--- src/rtl/mem_port_arbiter_if.sv ---
// Core-side request/response and memory-side pins of the unified memory port arbiter.
`timescale 1ns/1ps
interface mem_port_arbiter_if #(parameter int ADDR_W = 32);
  logic              if_req;
  logic [ADDR_W-1:0] if_addr;
  logic              if_ack;
  logic [31:0]       if_rdata;
  logic              d_req;
  logic              d_we;
  logic [3:0]        d_be;
  logic [ADDR_W-1:0] d_addr;
  logic [31:0]       d_wdata;
  logic              d_ack;
  logic [31:0]       d_rdata;
  logic              mem_en;
  logic              mem_we;
  logic [3:0]        mem_be;
  logic [ADDR_W-1:0] mem_addr;
  logic [31:0]       mem_wdata;
  logic [31:0]       mem_rdata;
  logic              busy;

  modport slave (
    input  if_req, if_addr, d_req, d_we, d_be, d_addr, d_wdata, mem_rdata,
    output if_ack, if_rdata, d_ack, d_rdata,
    output mem_en, mem_we, mem_be, mem_addr, mem_wdata, busy
  );

  modport master (
    output if_req, if_addr, d_req, d_we, d_be, d_addr, d_wdata, mem_rdata,
    input  if_ack, if_rdata, d_ack, d_rdata,
    input  mem_en, mem_we, mem_be, mem_addr, mem_wdata, busy
  );
endinterface

--- src/rtl/mem_port_arbiter.sv ---
// Fetch/data arbiter for the single-ported unified memory; one access at a time.
// Optional fetch starvation guard: define ARB_STARVE_GUARD_EN.
`timescale 1ns/1ps
module mem_port_arbiter #(
  parameter int ADDR_W     = 32,
  parameter int MEM_LAT    = 1,
  parameter int STARVE_MAX = 4
) (
  input  logic clk,
  input  logic rst,
  mem_port_arbiter_if.slave bus
);
  localparam int CNT_W = (MEM_LAT < 1) ? 1 : $clog2(MEM_LAT + 1);

  typedef enum logic [1:0] {IDLE, ACCESS, DONE} state_t;

  typedef struct packed {
    logic              fetch;
    logic              we;
    logic [3:0]        be;
    logic [ADDR_W-1:0] addr;
    logic [31:0]       wdata;
  } acc_t;

  state_t           state_q, state_d;
  logic [CNT_W-1:0] cnt_q, cnt_d;
  acc_t             acc_q, acc_d;
  logic             en_q, we_q;
  logic [31:0]      if_rdata_q, d_rdata_q;
  logic             grant, capture, starve_hit;

  always_comb begin
    state_d = state_q;
    cnt_d   = cnt_q;
    acc_d   = acc_q;
    grant   = 1'b0;
    capture = 1'b0;
    case (state_q)
      IDLE: begin
        if (bus.d_req || bus.if_req) begin
          grant   = 1'b1;
          state_d = ACCESS;
          cnt_d   = CNT_W'(MEM_LAT);
          // data serves the older instruction, so fetch only wins on a free port or a starve hit
          if (bus.if_req && (!bus.d_req || starve_hit))
            acc_d = '{fetch: 1'b1, we: 1'b0, be: 4'hF, addr: bus.if_addr, wdata: 32'h0};
          else
            acc_d = '{fetch: 1'b0, we: bus.d_we, be: bus.d_be, addr: bus.d_addr, wdata: bus.d_wdata};
        end
      end
      ACCESS: begin
        if (cnt_q == '0) begin
          capture = 1'b1;
          state_d = DONE;
        end else begin
          cnt_d = cnt_q - CNT_W'(1);
        end
      end
      DONE:    state_d = IDLE;
      default: state_d = IDLE;
    endcase
  end

  always_ff @(posedge clk or negedge rst) begin
    if (!rst) begin
      state_q    <= IDLE;
      cnt_q      <= '0;
      acc_q      <= '0;
      en_q       <= 1'b0;
      we_q       <= 1'b0;
      if_rdata_q <= '0;
      d_rdata_q  <= '0;
    end else begin
      state_q <= state_d;
      cnt_q   <= cnt_d;
      acc_q   <= acc_d;
      en_q    <= grant;
      we_q    <= grant & acc_d.we;
      if (capture && !acc_q.we) begin
        if (acc_q.fetch) if_rdata_q <= bus.mem_rdata;
        else             d_rdata_q  <= bus.mem_rdata;
      end
    end
  end

`ifdef ARB_STARVE_GUARD_EN
  localparam int SW = (STARVE_MAX < 1) ? 1 : $clog2(STARVE_MAX + 1);
  logic [SW-1:0] starve_q;

  assign starve_hit = (starve_q == SW'(STARVE_MAX));

  // counts data grants that left a pending fetch waiting; saturates at the limit
  always_ff @(posedge clk or negedge rst) begin
    if (!rst) begin
      starve_q <= '0;
    end else if (grant) begin
      if (acc_d.fetch || !bus.if_req) starve_q <= '0;
      else if (!starve_hit)           starve_q <= starve_q + SW'(1);
    end
  end
`else
  // strict data priority
  assign starve_hit = (STARVE_MAX < 0);
`endif

  assign bus.mem_en    = en_q;
  assign bus.mem_we    = we_q;
  assign bus.mem_be    = acc_q.be;
  assign bus.mem_addr  = acc_q.addr;
  assign bus.mem_wdata = acc_q.wdata;
  assign bus.if_ack    = (state_q == DONE) &&  acc_q.fetch;
  assign bus.d_ack     = (state_q == DONE) && !acc_q.fetch;
  assign bus.if_rdata  = if_rdata_q;
  assign bus.d_rdata   = d_rdata_q;
  assign bus.busy      = (state_q != IDLE);
endmodule

--- src/flat_wrapper.sv ---
// flat-port wrapper written by rule: the top's interface ports become plain ports
module mem_port_arbiter_flat 
#(
  parameter int ADDR_W     = 32,
  parameter int MEM_LAT    = 1,
  parameter int STARVE_MAX = 4
)
  (clk, rst, bus_if_req, bus_if_addr, bus_d_req, bus_d_we, bus_d_be, bus_d_addr, bus_d_wdata, bus_mem_rdata, bus_if_ack, bus_if_rdata, bus_d_ack, bus_d_rdata, bus_mem_en, bus_mem_we, bus_mem_be, bus_mem_addr, bus_mem_wdata, bus_busy);
  mem_port_arbiter_if #(.ADDR_W(ADDR_W)) bus_i ();
  input  logic clk;
  input  logic rst;
  input wire logic [$bits(bus_i.if_req)-1:0] bus_if_req;
  input wire logic [$bits(bus_i.if_addr)-1:0] bus_if_addr;
  input wire logic [$bits(bus_i.d_req)-1:0] bus_d_req;
  input wire logic [$bits(bus_i.d_we)-1:0] bus_d_we;
  input wire logic [$bits(bus_i.d_be)-1:0] bus_d_be;
  input wire logic [$bits(bus_i.d_addr)-1:0] bus_d_addr;
  input wire logic [$bits(bus_i.d_wdata)-1:0] bus_d_wdata;
  input wire logic [$bits(bus_i.mem_rdata)-1:0] bus_mem_rdata;
  output wire logic [$bits(bus_i.if_ack)-1:0] bus_if_ack;
  output wire logic [$bits(bus_i.if_rdata)-1:0] bus_if_rdata;
  output wire logic [$bits(bus_i.d_ack)-1:0] bus_d_ack;
  output wire logic [$bits(bus_i.d_rdata)-1:0] bus_d_rdata;
  output wire logic [$bits(bus_i.mem_en)-1:0] bus_mem_en;
  output wire logic [$bits(bus_i.mem_we)-1:0] bus_mem_we;
  output wire logic [$bits(bus_i.mem_be)-1:0] bus_mem_be;
  output wire logic [$bits(bus_i.mem_addr)-1:0] bus_mem_addr;
  output wire logic [$bits(bus_i.mem_wdata)-1:0] bus_mem_wdata;
  output wire logic [$bits(bus_i.busy)-1:0] bus_busy;
  assign bus_i.if_req = bus_if_req;
  assign bus_i.if_addr = bus_if_addr;
  assign bus_i.d_req = bus_d_req;
  assign bus_i.d_we = bus_d_we;
  assign bus_i.d_be = bus_d_be;
  assign bus_i.d_addr = bus_d_addr;
  assign bus_i.d_wdata = bus_d_wdata;
  assign bus_i.mem_rdata = bus_mem_rdata;
  assign bus_if_ack = bus_i.if_ack;
  assign bus_if_rdata = bus_i.if_rdata;
  assign bus_d_ack = bus_i.d_ack;
  assign bus_d_rdata = bus_i.d_rdata;
  assign bus_mem_en = bus_i.mem_en;
  assign bus_mem_we = bus_i.mem_we;
  assign bus_mem_be = bus_i.mem_be;
  assign bus_mem_addr = bus_i.mem_addr;
  assign bus_mem_wdata = bus_i.mem_wdata;
  assign bus_busy = bus_i.busy;
  mem_port_arbiter #(.ADDR_W(ADDR_W), .MEM_LAT(MEM_LAT), .STARVE_MAX(STARVE_MAX)) u_core (.clk(clk), .rst(rst), .bus(bus_i));
endmodule
--- config.mk ---
export PLATFORM = sky130hd
export DESIGN_NAME = mem_port_arbiter_flat
export DESIGN_NICKNAME = d
export VERILOG_FILES = /design/src/rtl/mem_port_arbiter_if.sv /design/src/rtl/mem_port_arbiter.sv /design/src/flat_wrapper.sv
export SDC_FILE = /design/constraint.sdc
export NUM_CORES = 1
export LEC_CHECK = 0
export ABC_CLOCK_PERIOD_IN_PS = 2100
export CAP_MARGIN = 20
export CORE_UTILIZATION = 39
export DETAILED_ROUTE_END_ITERATION = 10
export GPL_TIMING_DRIVEN = 0
export HOLD_SLACK_MARGIN = 0.02
export PLACE_DENSITY = 0.75
export SLEW_MARGIN = 20
export SYNTH_ARGS = -nofsm -noshare
export SYNTH_HDL_FRONTEND = slang
export SYNTH_SLANG_ARGS = --single-unit
--- constraint.sdc ---
create_clock -name clk -period 2.1 [get_ports clk]
set_input_delay 0.21 -clock clk [delete_from_list [all_inputs] [get_ports clk]]
set_output_delay 0.21 -clock clk [all_outputs]
set_load 0.005 [all_outputs]
==> summary.txt <==
Place
  – Routability cong.: just under 0.8
  – IO Port Bufs: 272
  – Post-DP HPWL: 11700 um

Floorplan
  – Number of I/O pins: around 270
  – Core area: 15300 um^2
  – Initial core utilization: 40.4%
  – Die X: ~130 um
  – Die height: ~130 um
  – Die ar.: about 16000 um^2
  – Number of core rows: between 40 and 50

Clock network
  – Clk root buf: clkbuf_16
  – CTS tree: done
  – CTS buffer count: 17
  – Worst-skew pair later-pin latency: a little over 0.4 ns
  – Clock buffer depth: 2
  – H-tree levels: 4
  – Clk slew on worst S/H paths: approximately 0.06 ns
  – # clock sinks: approximately 140

Routing
  – Post-Route WL: between 15000 and 20000 um
  – DR vias/cell: between 4 and 5
  – Pre-antenna DRT Iters: 4
  – Residual DRC: 0
  – Antenna-violating nets left: 0
  – Drt wl/cell: between 15 and 20 um
  – Vias post-DR: 4313
  – Initial DRC count: ~130

Logic synthesis
  – Cells after Synth: 419
  – Ys Warns: 0
  – Yosys reg bits: between 100 and 150
  – XOR/XNOR Fraction of Synth Area: 0%
  – Post-Synth Adder-Cell Area: 0%
  – Sequential share of the synthesized area: a little under three fifths
  – Largest family of logic cells by synthesized area: multiplexers
  – Compound-Gate Fraction of Synth Area: between 5 and 6%
  – EDFF count, synth: 0
  – Synth Area in Simple Gates: under 10%
  – Post-synth top area share: 56.2%
  – Mux contribution to synthesized area: approximately a quarter
  – Async SR Flop Fraction: 100%
  – Syn Nets: between 500 and 600
  – Synth unique cells: 29
  – Most used flip-flop cell after synthesis: dfrtp_1
  – Mean post-synth cell area: 14.8 um^2
  – Commonest cells in the netlist: dfrtp_1 (139), mux2_2 (92), buf_4 (68)
  – Top-count cell post-synth: dfrtp_1
  – Synthesized area: between 6000 and 7000 um^2
  – Post-synth top area cell: dfrtp_1
  – Area contributors post-synth: dfrtp_1 (56%), mux2_2 (17%), buf_4 (8.3%)

Setup path
  – Critical Path RT: 1.89 ns
  – Worst setup EP type: primary output
  – Startpoint class of the critical path: flop
  – Crit-path max FO: 10
  – Arr. time, crit path: 1.78 ns
  – Crit path kind: flop to primary output

Worst hold path
  – Worst Hold Class: input pin to flop

Timing
  – F_max: roughly 500 MHz
  – Worst rel slew slack: 60.5%
  – # setup viols final: 0
  – Final hold vios: 0
  – RSZ-0062 raised after global routing: false
  – Slew @ Worst Pin: just under 0.6 ns
  – Post-route minimum period: roughly 2.0 ns
  – Final worst-path cycle share: a little over nine tenths
  – Final Max Tran Viols: 0
  – Hold Slack: about 0.18 ns
  – Clock skew: approximately 0.0054 ns

Global routing
  – Largest net degree at the start of global routing: 74
  – GR Overflow Total: 0
  – Vias in the first global route: 4593
  – Gr usage total: between 10% and 20%
  – Number of antenna violations at the first check in global routing: 0
  – First-pass GRT wire length: around 24000 um

Power and ir drop
  – PwrDens: between 1000 and 1500 nW/um^2
  – Leakage power: ~4.3 nW
  – Max VDD drop: around 800 uV
  – Pwr Total: 0.0146 W

Final layout
  – N_diodes: 0
  – Fraction of layout cells with a size suffix above 1: around a third
  – Layout area overhead: 59.1%
  – # nets final: about 850

Flow run
  – Max Cap Viol: 0

Run status
  – Status: completed
## through the flow
step | cells | setup slack (ns) | util [%] | area (um^2) | setup TNS (ns)
2_1_floorplan | 419 | 0.369 | - | 6190 | 0
3_3_place_gp | 902 | -4.46 | 59.9 | 9170 | -622.92
3_5_place_dp | 903 | -0.235 | 60.1 | 9210 | -6.39
4_1_cts | 936 | 0.000464 | 64.1 | 9820 | 0
5_1_grt | 939 | 0.0162 | 64.3 | 9840 | 0
6_report | 939 | 0.113 | 64.3 | 9840 | 0
## cell families after synthesis
group,after synthesis
DFF,139
muxes,128
buffers and inverters,94
AOI/OAI and AO/OA,41
and+or+nand+nor,17
## worst max-delay path: stages (launching register included)
cell and delay (ns):
dfrtp_1 0.46, nor2_4 0.19, clkbuf_4 0.23, inv_1 0.05, clkdlybuf4s50_1 0.43
## placed cells by master (no fill, tap or decap), types with 2 or more instances in the layout
master / Yosys / final
mux2_4: 30 / 30
buf_12: 3 / 3
clkdlybuf4s50_1: 0 / 271
a32o_1: 9 / 9
o21a_1: 5 / 5
buf_4: 68 / 71
mux2_1: 6 / 6
buf_2: 10 / 10
clkinv_4: 0 / 2
inv_1: 2 / 2
clkbuf_1: 9 / 11
nand3b_1: 4 / 4
a22o_1: 23 / 23
dfrtp_1: 139 / 139
clkinv_2: 0 / 4
nor2_1: 4 / 4
clkbuf_16: 0 / 17
mux2_2: 92 / 92
bufinv_16: 0 / 3
## power breakdown
part	internal, W	total [W]	switching, W
clock	0.00190	0.00298	0.00108
combinational	0.00478	0.00682	0.00205
sequential	0.00401	0.00478	0.000770
## flip-flops by register name, summed over array words and instances, names as in the netlist
| register | cells |
|---|---|
| u_core.bus.if_rdata | 32 |
| u_core.bus.mem_wdata | 32 |
| u_core.bus.d_rdata | 32 |
| u_core.state_q | 2 |
| u_core.acc_q | 2 |
| u_core.bus.mem_addr | 32 |
| u_core.bus.mem_we | 1 |
| u_core.cnt_q | 1 |
| u_core.bus.mem_en | 1 |
| u_core.bus.mem_be | 4 |
## timing repair
action | CTS | global route
setup endpoints to repair | 1 | 1
buffers inserted | 0 | 3
hold buffers | 1 | 0
endpoints found under the hold margin | 66 | 0
pin swaps | 0 | 1
resized for setup | 2 | 2
## path summary, 6_finish.rpt
check / from / endpoint / slack (ns) / cells after the start
max in group asynchronous: rst / u_core.bus.mem_wdata[25] / 1.05 / 3
min: bus_d_req / u_core.bus.mem_we / 0.18 / 2
max: u_core.state_q[0] / bus_busy / 0.11 / 4
max reg2reg: u_core.state_q[1] / u_core.bus.d_rdata[18] / 0.16 / 4
min in group asynchronous: rst / u_core.bus.if_rdata[6] / 0.33 / 2
min reg2reg: u_core.bus.mem_wdata[21] / u_core.bus.mem_wdata[21] / 0.49 / 1
## layout make-up
class                   count  area (um^2)
plain buffers              91          669
clock buffers              21          450
clock inverters            11          144
fillers                  1161         5470
inverters                   3         11.3
multi-input cells         186         2040
flip-flops and latches    139         3480
well taps                 211          264
repair buffers            277         2790
## per-layer routing
layer | share of wire, % | vias to the layer above | wire [um] | global-route usage (%)
met1 | 38 | 2091 | 5780 | 21.2
li1 | - | 2011 | - | -
met2 | 52 | 184 | 7930 | 33.2
met5 | 0 | - | 0 | 0
met3 | 7.4 | 27 | 1140 | 5.80
met4 | 2.7 | 0 | 408 | 8.44
Power figures use the tool's default switching activity.
